### src/rtl/unified_mem_arbiter_if.sv
// Signal bundle between the pipeline/backend memory and the unified memory arbiter.
// The master view is the arbiter itself; the slave view is the pipeline plus backend.
interface unified_mem_arbiter_if #(
    parameter int ADDR_W = 32,
    parameter int DATA_W = 32
) ();
    logic              if_req;
    logic [ADDR_W-1:0] if_addr;
    logic              dm_read;
    logic              dm_write;
    logic [ADDR_W-1:0] dm_addr;
    logic [DATA_W-1:0] dm_wdata;
    logic [DATA_W-1:0] if_instr;
    logic              if_done;
    logic [DATA_W-1:0] dm_rdata;
    logic              dm_done;
    logic              stall_if;
    logic              stall_mem;
    logic              bus_err;
    logic              mem_req;
    logic              mem_we;
    logic [ADDR_W-1:0] mem_addr;
    logic [DATA_W-1:0] mem_wdata;
    logic              mem_ready;
    logic [DATA_W-1:0] mem_rdata;

    modport master (
        input  if_req, if_addr, dm_read, dm_write, dm_addr, dm_wdata, mem_ready, mem_rdata,
        output if_instr, if_done, dm_rdata, dm_done, stall_if, stall_mem, bus_err,
        output mem_req, mem_we, mem_addr, mem_wdata
    );

    modport slave (
        output if_req, if_addr, dm_read, dm_write, dm_addr, dm_wdata, mem_ready, mem_rdata,
        input  if_instr, if_done, dm_rdata, dm_done, stall_if, stall_mem, bus_err,
        input  mem_req, mem_we, mem_addr, mem_wdata
    );
endinterface

### src/rtl/unified_mem_arbiter.sv
// Arbitrates one single-port memory between instruction fetch and data access,
// with data priority, pipeline stall generation and a watchdog for hung accesses.
module unified_mem_arbiter #(
    parameter int ADDR_W  = 32,
    parameter int DATA_W  = 32,
    parameter int TIMEOUT = 255
) (
    input logic                   clk,
    input logic                   reset,
    unified_mem_arbiter_if.master bus
);
    typedef enum logic [2:0] {
        IDLE       = 3'd0,
        DATA_BUSY  = 3'd1,
        FETCH_BUSY = 3'd2,
        DATA_DONE  = 3'd3,
        FETCH_DONE = 3'd4
    } state_t;

    localparam logic [15:0] TIMEOUT_C = 16'(TIMEOUT);

    state_t            state_r,    state_nx_s;
    logic              mem_req_r,  mem_req_nx_s;
    logic              mem_we_r,   mem_we_nx_s;
    logic [ADDR_W-1:0] mem_addr_r, mem_addr_nx_s;
    logic [DATA_W-1:0] mem_wdata_r, mem_wdata_nx_s;
    logic [DATA_W-1:0] if_instr_r, if_instr_nx_s;
    logic [DATA_W-1:0] dm_rdata_r, dm_rdata_nx_s;
    logic              if_done_r,  if_done_nx_s;
    logic              dm_done_r,  dm_done_nx_s;
    logic              bus_err_r,  bus_err_nx_s;
    logic [15:0]       wdog_r,     wdog_nx_s;
    logic              wdog_expire_s;
    logic              stall_mem_s;
    logic              stall_if_s;

    // Watchdog fires on the BUSY cycle that would make the count reach TIMEOUT.
    always_comb begin
        if (TIMEOUT_C != 16'd0) begin
            wdog_expire_s = ((wdog_r + 16'd1) == TIMEOUT_C);
        end else begin
            wdog_expire_s = 1'b0;
        end
    end

    // Next-state and next-output logic for the access FSM.
    always_comb begin
        state_nx_s     = state_r;
        mem_req_nx_s   = mem_req_r;
        mem_we_nx_s    = mem_we_r;
        mem_addr_nx_s  = mem_addr_r;
        mem_wdata_nx_s = mem_wdata_r;
        if_instr_nx_s  = if_instr_r;
        dm_rdata_nx_s  = dm_rdata_r;
        if_done_nx_s   = 1'b0;
        dm_done_nx_s   = 1'b0;
        bus_err_nx_s   = bus_err_r;
        wdog_nx_s      = wdog_r;
        case (state_r)
            IDLE: begin
                if (bus.dm_read | bus.dm_write) begin
                    mem_req_nx_s   = 1'b1;
                    mem_we_nx_s    = bus.dm_write;
                    mem_addr_nx_s  = bus.dm_addr;
                    mem_wdata_nx_s = bus.dm_wdata;
                    wdog_nx_s      = 16'd0;
                    state_nx_s     = DATA_BUSY;
                end else if (bus.if_req) begin
                    mem_req_nx_s   = 1'b1;
                    mem_we_nx_s    = 1'b0;
                    mem_addr_nx_s  = bus.if_addr;
                    wdog_nx_s      = 16'd0;
                    state_nx_s     = FETCH_BUSY;
                end else begin
                    state_nx_s     = IDLE;
                end
            end
            DATA_BUSY, FETCH_BUSY: begin
                // A ready on the final watchdog cycle still completes normally.
                if (bus.mem_ready) begin
                    mem_req_nx_s = 1'b0;
                    mem_we_nx_s  = 1'b0;
                    if (state_r == DATA_BUSY) begin
                        if (!mem_we_r) begin
                            dm_rdata_nx_s = bus.mem_rdata;
                        end else begin
                            dm_rdata_nx_s = dm_rdata_r;
                        end
                        dm_done_nx_s = 1'b1;
                        state_nx_s   = DATA_DONE;
                    end else begin
                        if_instr_nx_s = bus.mem_rdata;
                        if_done_nx_s  = 1'b1;
                        state_nx_s    = FETCH_DONE;
                    end
                end else if (wdog_expire_s) begin
                    mem_req_nx_s = 1'b0;
                    mem_we_nx_s  = 1'b0;
                    bus_err_nx_s = 1'b1;
                    if (state_r == DATA_BUSY) begin
                        dm_rdata_nx_s = {DATA_W{1'b0}};
                        dm_done_nx_s  = 1'b1;
                        state_nx_s    = DATA_DONE;
                    end else begin
                        if_instr_nx_s = {DATA_W{1'b0}};
                        if_done_nx_s  = 1'b1;
                        state_nx_s    = FETCH_DONE;
                    end
                end else begin
                    wdog_nx_s = wdog_r + 16'd1;
                end
            end
            DATA_DONE, FETCH_DONE: begin
                state_nx_s = IDLE;
            end
            default: begin
                mem_req_nx_s = 1'b0;
                mem_we_nx_s  = 1'b0;
                state_nx_s   = IDLE;
            end
        endcase
    end

    // State and registered-output update with synchronous reset.
    always_ff @(posedge clk) begin
        if (reset) begin
            state_r     <= IDLE;
            mem_req_r   <= 1'b0;
            mem_we_r    <= 1'b0;
            mem_addr_r  <= {ADDR_W{1'b0}};
            mem_wdata_r <= {DATA_W{1'b0}};
            if_instr_r  <= {DATA_W{1'b0}};
            dm_rdata_r  <= {DATA_W{1'b0}};
            if_done_r   <= 1'b0;
            dm_done_r   <= 1'b0;
            bus_err_r   <= 1'b0;
            wdog_r      <= 16'd0;
        end else begin
            state_r     <= state_nx_s;
            mem_req_r   <= mem_req_nx_s;
            mem_we_r    <= mem_we_nx_s;
            mem_addr_r  <= mem_addr_nx_s;
            mem_wdata_r <= mem_wdata_nx_s;
            if_instr_r  <= if_instr_nx_s;
            dm_rdata_r  <= dm_rdata_nx_s;
            if_done_r   <= if_done_nx_s;
            dm_done_r   <= dm_done_nx_s;
            bus_err_r   <= bus_err_nx_s;
            wdog_r      <= wdog_nx_s;
        end
    end

    // Stalls release in the done cycle so the pipeline advances at its end.
    always_comb begin
        stall_mem_s = (bus.dm_read | bus.dm_write) & ~dm_done_r;
        stall_if_s  = (bus.if_req & ~if_done_r) | stall_mem_s;
    end

    assign bus.mem_req   = mem_req_r;
    assign bus.mem_we    = mem_we_r;
    assign bus.mem_addr  = mem_addr_r;
    assign bus.mem_wdata = mem_wdata_r;
    assign bus.if_instr  = if_instr_r;
    assign bus.dm_rdata  = dm_rdata_r;
    assign bus.if_done   = if_done_r;
    assign bus.dm_done   = dm_done_r;
    assign bus.bus_err   = bus_err_r;
    assign bus.stall_mem = stall_mem_s;
    assign bus.stall_if  = stall_if_s;
endmodule

### src/flat_wrapper.sv
// flat-port wrapper written by rule: the top's interface ports become plain ports
module unified_mem_arbiter_flat 
#(
    parameter int ADDR_W  = 32,
    parameter int DATA_W  = 32,
    parameter int TIMEOUT = 255
)
  (clk, reset, bus_if_req, bus_if_addr, bus_dm_read, bus_dm_write, bus_dm_addr, bus_dm_wdata, bus_mem_ready, bus_mem_rdata, bus_if_instr, bus_if_done, bus_dm_rdata, bus_dm_done, bus_stall_if, bus_stall_mem, bus_bus_err, bus_mem_req, bus_mem_we, bus_mem_addr, bus_mem_wdata);
  unified_mem_arbiter_if #(.ADDR_W(ADDR_W), .DATA_W(DATA_W)) bus_i ();
  input logic clk;
  input logic reset;
  input wire logic [$bits(bus_i.if_req)-1:0] bus_if_req;
  input wire logic [$bits(bus_i.if_addr)-1:0] bus_if_addr;
  input wire logic [$bits(bus_i.dm_read)-1:0] bus_dm_read;
  input wire logic [$bits(bus_i.dm_write)-1:0] bus_dm_write;
  input wire logic [$bits(bus_i.dm_addr)-1:0] bus_dm_addr;
  input wire logic [$bits(bus_i.dm_wdata)-1:0] bus_dm_wdata;
  input wire logic [$bits(bus_i.mem_ready)-1:0] bus_mem_ready;
  input wire logic [$bits(bus_i.mem_rdata)-1:0] bus_mem_rdata;
  output wire logic [$bits(bus_i.if_instr)-1:0] bus_if_instr;
  output wire logic [$bits(bus_i.if_done)-1:0] bus_if_done;
  output wire logic [$bits(bus_i.dm_rdata)-1:0] bus_dm_rdata;
  output wire logic [$bits(bus_i.dm_done)-1:0] bus_dm_done;
  output wire logic [$bits(bus_i.stall_if)-1:0] bus_stall_if;
  output wire logic [$bits(bus_i.stall_mem)-1:0] bus_stall_mem;
  output wire logic [$bits(bus_i.bus_err)-1:0] bus_bus_err;
  output wire logic [$bits(bus_i.mem_req)-1:0] bus_mem_req;
  output wire logic [$bits(bus_i.mem_we)-1:0] bus_mem_we;
  output wire logic [$bits(bus_i.mem_addr)-1:0] bus_mem_addr;
  output wire logic [$bits(bus_i.mem_wdata)-1:0] bus_mem_wdata;
  assign bus_i.if_req = bus_if_req;
  assign bus_i.if_addr = bus_if_addr;
  assign bus_i.dm_read = bus_dm_read;
  assign bus_i.dm_write = bus_dm_write;
  assign bus_i.dm_addr = bus_dm_addr;
  assign bus_i.dm_wdata = bus_dm_wdata;
  assign bus_i.mem_ready = bus_mem_ready;
  assign bus_i.mem_rdata = bus_mem_rdata;
  assign bus_if_instr = bus_i.if_instr;
  assign bus_if_done = bus_i.if_done;
  assign bus_dm_rdata = bus_i.dm_rdata;
  assign bus_dm_done = bus_i.dm_done;
  assign bus_stall_if = bus_i.stall_if;
  assign bus_stall_mem = bus_i.stall_mem;
  assign bus_bus_err = bus_i.bus_err;
  assign bus_mem_req = bus_i.mem_req;
  assign bus_mem_we = bus_i.mem_we;
  assign bus_mem_addr = bus_i.mem_addr;
  assign bus_mem_wdata = bus_i.mem_wdata;
  unified_mem_arbiter #(.ADDR_W(ADDR_W), .DATA_W(DATA_W), .TIMEOUT(TIMEOUT)) u_core (.clk(clk), .reset(reset), .bus(bus_i));
endmodule
### config.mk
export PLATFORM = sky130hd
export DESIGN_NAME = unified_mem_arbiter_flat
export DESIGN_NICKNAME = d
export VERILOG_FILES = /design/src/rtl/unified_mem_arbiter_if.sv /design/src/rtl/unified_mem_arbiter.sv /design/src/flat_wrapper.sv
export SDC_FILE = /design/constraint.sdc
export NUM_CORES = 1
export LEC_CHECK = 0
export CAP_MARGIN = 20
export CORE_MARGIN = 2
export CORE_UTILIZATION = 42
export CTS_CLUSTER_SIZE = 12
export DETAILED_ROUTE_END_ITERATION = 6
export MAX_ROUTING_LAYER = met4
export PLACE_DENSITY = 0.92
export SLEW_MARGIN = 10
export SYNTH_ARGS = -nofsm -noshare
export SYNTH_HDL_FRONTEND = slang
export SYNTH_SLANG_ARGS = --single-unit
### constraint.sdc
create_clock -name clk -period 3.6 [get_ports clk]
set_input_delay 0.9 -clock clk [delete_from_list [all_inputs] [get_ports clk]]
set_output_delay 0.9 -clock clk [all_outputs]
set_load 0.03 [all_outputs]
======== Word level (Yosys, flattened, before mapping) ========
Index checks and enable logic that the tools add are counted.
storage, ports and cells
  flip-flop bits (word level) ............. 152
  latch bits .............................. 0
  memory bits (writable) .................. 0
  memory bits (read-only) ................. 0
  input bits .............................. 134
  logic and storage cells ................. 82
  memories kept ........................... 0
operators by class
  add/sub/neg operators ................... 1
  multipliers ............................. 0
  div/mod/pow operators ................... 0
  order comparisons ....................... 0
  eq/ne operators ......................... 10
  shift operators ......................... 0
  mux-type cells .......................... 36
  bitwise logic cells ..................... 10
  reductions and logical operators ........ 14
operators with widths
  cell                   number
  $mux 32                11
  $mux 16                4
  $pmux 16 s2            1
  $add 16x1->16 const B  1
  $eq 16x8->1 const B    1
  $mux 1                 12
  $mux 3                 4
  $reduce_and 3->1       3
  $reduce_and 4->1       2
  $eq 3x2->1 const B     2
  $ne 2x2->1 const B     3
  $ne 3x2->1 const B     2
  $not 1->1              6
  $pmux 1 s3             2
  $pmux 3 s2             1
  $reduce_bool 2->1      3
  $reduce_or 2->1        3
  $reduce_and 2->1       2
  $eq 3x1->1 const B     1
  $eq 3x3->1 const B     1
  $logic_not 3->1        1
  $and 1x1->1            2
  $mux 2                 1
  $or 1x1->1             2

======== Depth between registers and ports, before layout ========
  depth after elaboration ................. 5
  mapped depth ............................ 10

======== Least setup slack after synthesis ========
Ideal clock, no wire load.
  kind .................................... input to output
  start point ............................. input port bus_dm_write
  end point ............................... output port bus_stall_if
  arrival ................................. 1,816 ps
  required time ........................... 2,700 ps
  path slack .............................. 884 ps
  stages .................................. 3
  cell sequence ........................... nor2_1 clkbuf_1 o22ai_1
between the ends
  cells in the longest elaborated chain, start to end .. 3
RTL lines
  element          RTL line                    text
  start, declared  flat_wrapper.sv:15          input wire logic [$bits(bus_i.dm_write)-1:0] bus_dm_write;
  $or 1x1->1       unified_mem_arbiter.sv:155  stall_mem_s = (bus.dm_read | bus.dm_write) & ~dm_done_r;
  $and 1x1->1      unified_mem_arbiter.sv:155
  $or 1x1->1       unified_mem_arbiter.sv:156  stall_if_s = (bus.if_req & ~if_done_r) | stall_mem_s;
  end, declared    flat_wrapper.sv:24          output wire logic [$bits(bus_i.stall_if)-1:0] bus_stall_if;
Every way passes these cells.

======== Final worst setup path ========
  start point ............................. input port bus_if_req
  end point ............................... output port bus_stall_if
between the ends
  cells in the longest elaborated chain, start to end .. 2
RTL lines
  element          RTL line                    text
  start, declared  flat_wrapper.sv:12          input wire logic [$bits(bus_i.if_req)-1:0] bus_if_req;
  $and 1x1->1      unified_mem_arbiter.sv:156
  $or 1x1->1       unified_mem_arbiter.sv:156
Every way passes these cells.

==> reports/results.md <==
• skew final: 0.00916 ns
• diode insertion count for antenna repair: 0
• largest net degree at the start of global routing: 67
• delay contributed by the slowest stage of the critical path: 0.72 ns
• total number of yosys warnings: 0
• largest driver fanout on the critical path: 2
• unrepaired setup endpoints after global routing: false
• Post-synth EDFFs: 0
• Die Area: 0.0154 mm^2
• number of gates resized after cts: 0
• cell at the root of the clock tree: sky130_fd_sc_hd__clkbuf_16
• clock tree from TritonCTS: done
• worst slack at placement: 0.283 ns
• power density over the cells: 515 mW/mm^2
• primary flip-flop cell chosen by synthesis mapping: sky130_fd_sc_hd__dfxtp_1
• Setup Buffers After CTS: 0
• overall die height: 124 um
• arrival time reported for the critical path endpoint: 2.45 ns
• most common library cell in the layout ignoring fill and taps: sky130_fd_sc_hd__clkdlybuf4s50_1
• Final WS setup: 0.247 ns
• Floorplan Core Area: 0.0140 mm^2
• kind of critical path: primary input to output port
• number of sinks handled by clock tree synthesis: 152
• CP dominant cell by count: sky130_fd_sc_hd__clkdlybuf4s50_1
• average size of a mapped cell: 8.37 um^2
• Worst-Skew Late Latency: 0.42 ns
• ANT nets after route: 0
• top library cells by usage in the layout, fill and taps aside: sky130_fd_sc_hd__clkdlybuf4s50_1 (267), sky130_fd_sc_hd__nand2_1 (172), sky130_fd_sc_hd__dfxtp_1 (152)
• number of CTS-inserted buffers: 17
• total I/O pin count: 269
• number of nets at the end of the flow: 1102
• shortest clock period the worst path allows after layout: 3.35 ns
• Post-Synthesis Net Count: 860
• count of buffers from port buffering: 268
• setup violation total in the final timing report: 0
• Row Count: 43
• min-delay worst type: register to register
• number of distinct library cell variants in the gate-level netlist after synthesis: 52
• vias after detailed routing: 6107
• clock slew seen by the registers of the worst setup and hold paths: 0.06 ns
• headroom to the max-slew limit: 55.4%
• Worst Max-Slew Pin Slew: 0.669 ns
• wire length per cell after detailed routing: 15.9 um
• number of instances in the synthesized netlist: 724
• overall routing resource usage: 24.1%
• FMAX: 298 MHz
• CP startpoint kind: primary input
• total power: 4.89 mW
• wire length of the first global-routing pass: 28.0 mm
• last weighted congestion value of the routability-driven placer: 0.863
• hold path cells: 2
• starting density of the core: 43.3%
• remaining global-route overflow: 0
• first-iteration detailed-routing DRC count: 270
• routed wire length: 18.4 mm
• area growth from synthesis to layout: 56.5%
• number of global-route vias before repair: 5713
• core utilization of the finished layout: 67.8%
• setup TNS: 0 ns
• final period utilization: 93.2%
• Reg2Reg Depth: 9
• Final HPWL DP: 12.8 mm
• required time of the critical path: 2.70 ns
• VDD IR-drop max: 0.000340 V
• CTS H-tree lvls: 4
• run status: finished clean
• worst-path cell chain: clkdlybuf4s50_1, inv_1, o22ai_1, clkdlybuf4s50_1
• Die Wd: 124 um
• synthesis-stage register bit count: 152
• Final Slew Violations: 0
• hold slack: 0.454 ns
• Async S/R FF share, synth: 0%
• Remaining DRCs: 0
• routed vias/inst: 5.27
• number of buffers inserted by hold repair at cts: 0
• portion of the post-synthesis area used by sequential elements: 50.2%
• capturing element type of the critical path: output port
• maximum buffer depth of the clock tree: 2
• count of TritonRoute iterations in the first routing pass: 5
• Final Hold Viols: 0
• share of final-layout standard cells stronger than drive strength 1: 6.33%
• antenna violations before repair: 0
• number of fill cells in the layout: 1092
• max-capacitance violation count: 0
• summed instance area of the synthesized netlist: 0.00606 mm^2
• critical-path cell with the highest stage delay: sky130_fd_sc_hd__clkdlybuf4s50_1
• leakage: 3.44 nW
==> layer usage <==
layer / routed length (um) / up-vias / track usage (%) / share of wire (%)
met5: 0 / - / - / 0
li1: - / 3029 / - / -
met3: 1420 / 33 / 7.23 / 7.7
met4: 337 / 0 / 9.06 / 1.8
met1: 7440 / 2816 / 27.7 / 40
met2: 9220 / 229 / 39.7 / 50
==> worst paths after layout <==
path	start	endpoint	slack, ns
max	bus_if_req	bus_stall_if	0.25
min	u_core.bus.mem_wdata[25]	u_core.bus.mem_wdata[25]	0.45
max reg2reg	u_core.wdog_r[1]	u_core.bus.if_instr[20]	0.59
min reg2reg	u_core.bus.mem_wdata[25]	u_core.bus.mem_wdata[25]	0.45
==> where the power goes <==
| part | internal, mW | total [mW] | switching [mW] |
|---|---|---|---|
| sequential | 1.82 | 1.90 | 0.0770 |
| combinational | 0.496 | 1.17 | 0.670 |
| clock | 1.12 | 1.83 | 0.711 |
==> state kept, by name, summed over array words and instances, names as in the netlist <==
name / count
u_core.bus.mem_wdata: 32
u_core.bus.if_instr: 32
u_core.state_r: 3
u_core.bus.dm_done: 1
u_core.bus.dm_rdata: 32
u_core.bus.if_done: 1
u_core.wdog_r: 16
u_core.bus.mem_we: 1
u_core.bus.mem_req: 1
u_core.bus.bus_err: 1
u_core.bus.mem_addr: 32
==> final cells by class <==
cell class,count,area (um^2),share of cell area (%)
Clock buffer,19,443,4.67
Sequential cell,152,3040,32.1
Timing Repair Buffer,282,2790,29.4
Tap cell,180,225,2.37
Multi-Input combinational cell,509,2800,29.5
Inverter,4,15.0,0.158
Clock inverter,13,170,1.79
==> stage by stage <==
| stage | cells | cell area (um^2) |
|---|---|---|
| after floorplan | 724 | 6060 |
| after global placement | 1126 | 8860 |
| after detailed placement | 1126 | 8860 |
| after CTS | 1158 | 9470 |
| after global routing | 1159 | 9480 |
| final | 1159 | 9480 |
==> cells in the mapped netlist, drive strengths merged (3+ instances only) <==
cell type | instances | area, um^2
xnor2 | 4 | 35.0
o31ai | 3 | 41.3
nand4 | 7 | 43.8
mux2i | 4 | 43.8
xor2 | 3 | 26.3
nand3 | 5 | 30.0
nor3 | 13 | 70.1
or3 | 8 | 55.1
nand2b | 3 | 18.8
inv | 4 | 15.0
o21ai | 44 | 224
buf | 12 | 57.6
clkbuf | 47 | 176
and2 | 5 | 31.3
nand3b | 3 | 22.5
a22o | 32 | 280
a21oi | 78 | 390
nor4 | 4 | 25.0
a311oi | 34 | 304
and4 | 3 | 26.3
nor2 | 60 | 225
dfxtp | 152 | 3040
nand2 | 173 | 657
==> cell families (layout without fill, tap and decap cells) <==
kind of cell,after synthesis,in the layout,synth area share (%)
and+or+nand+nor,291,291,20.7
AOI/OAI and AO/OA,205,205,22.8
DFF,152,152,50.2
buffers and inverters,63,318,4.11
xor gates and xnor gates,7,7,1.01
muxes,4,4,0.723
adders and majority gates,2,2,0.413
==> worst max-delay path, delay by kind of cell <==
family	cells	cell delay, ns
compound gates	1	0.21
buf+inv	3	1.33
Note: power is estimated with default switching activity, not from simulation.
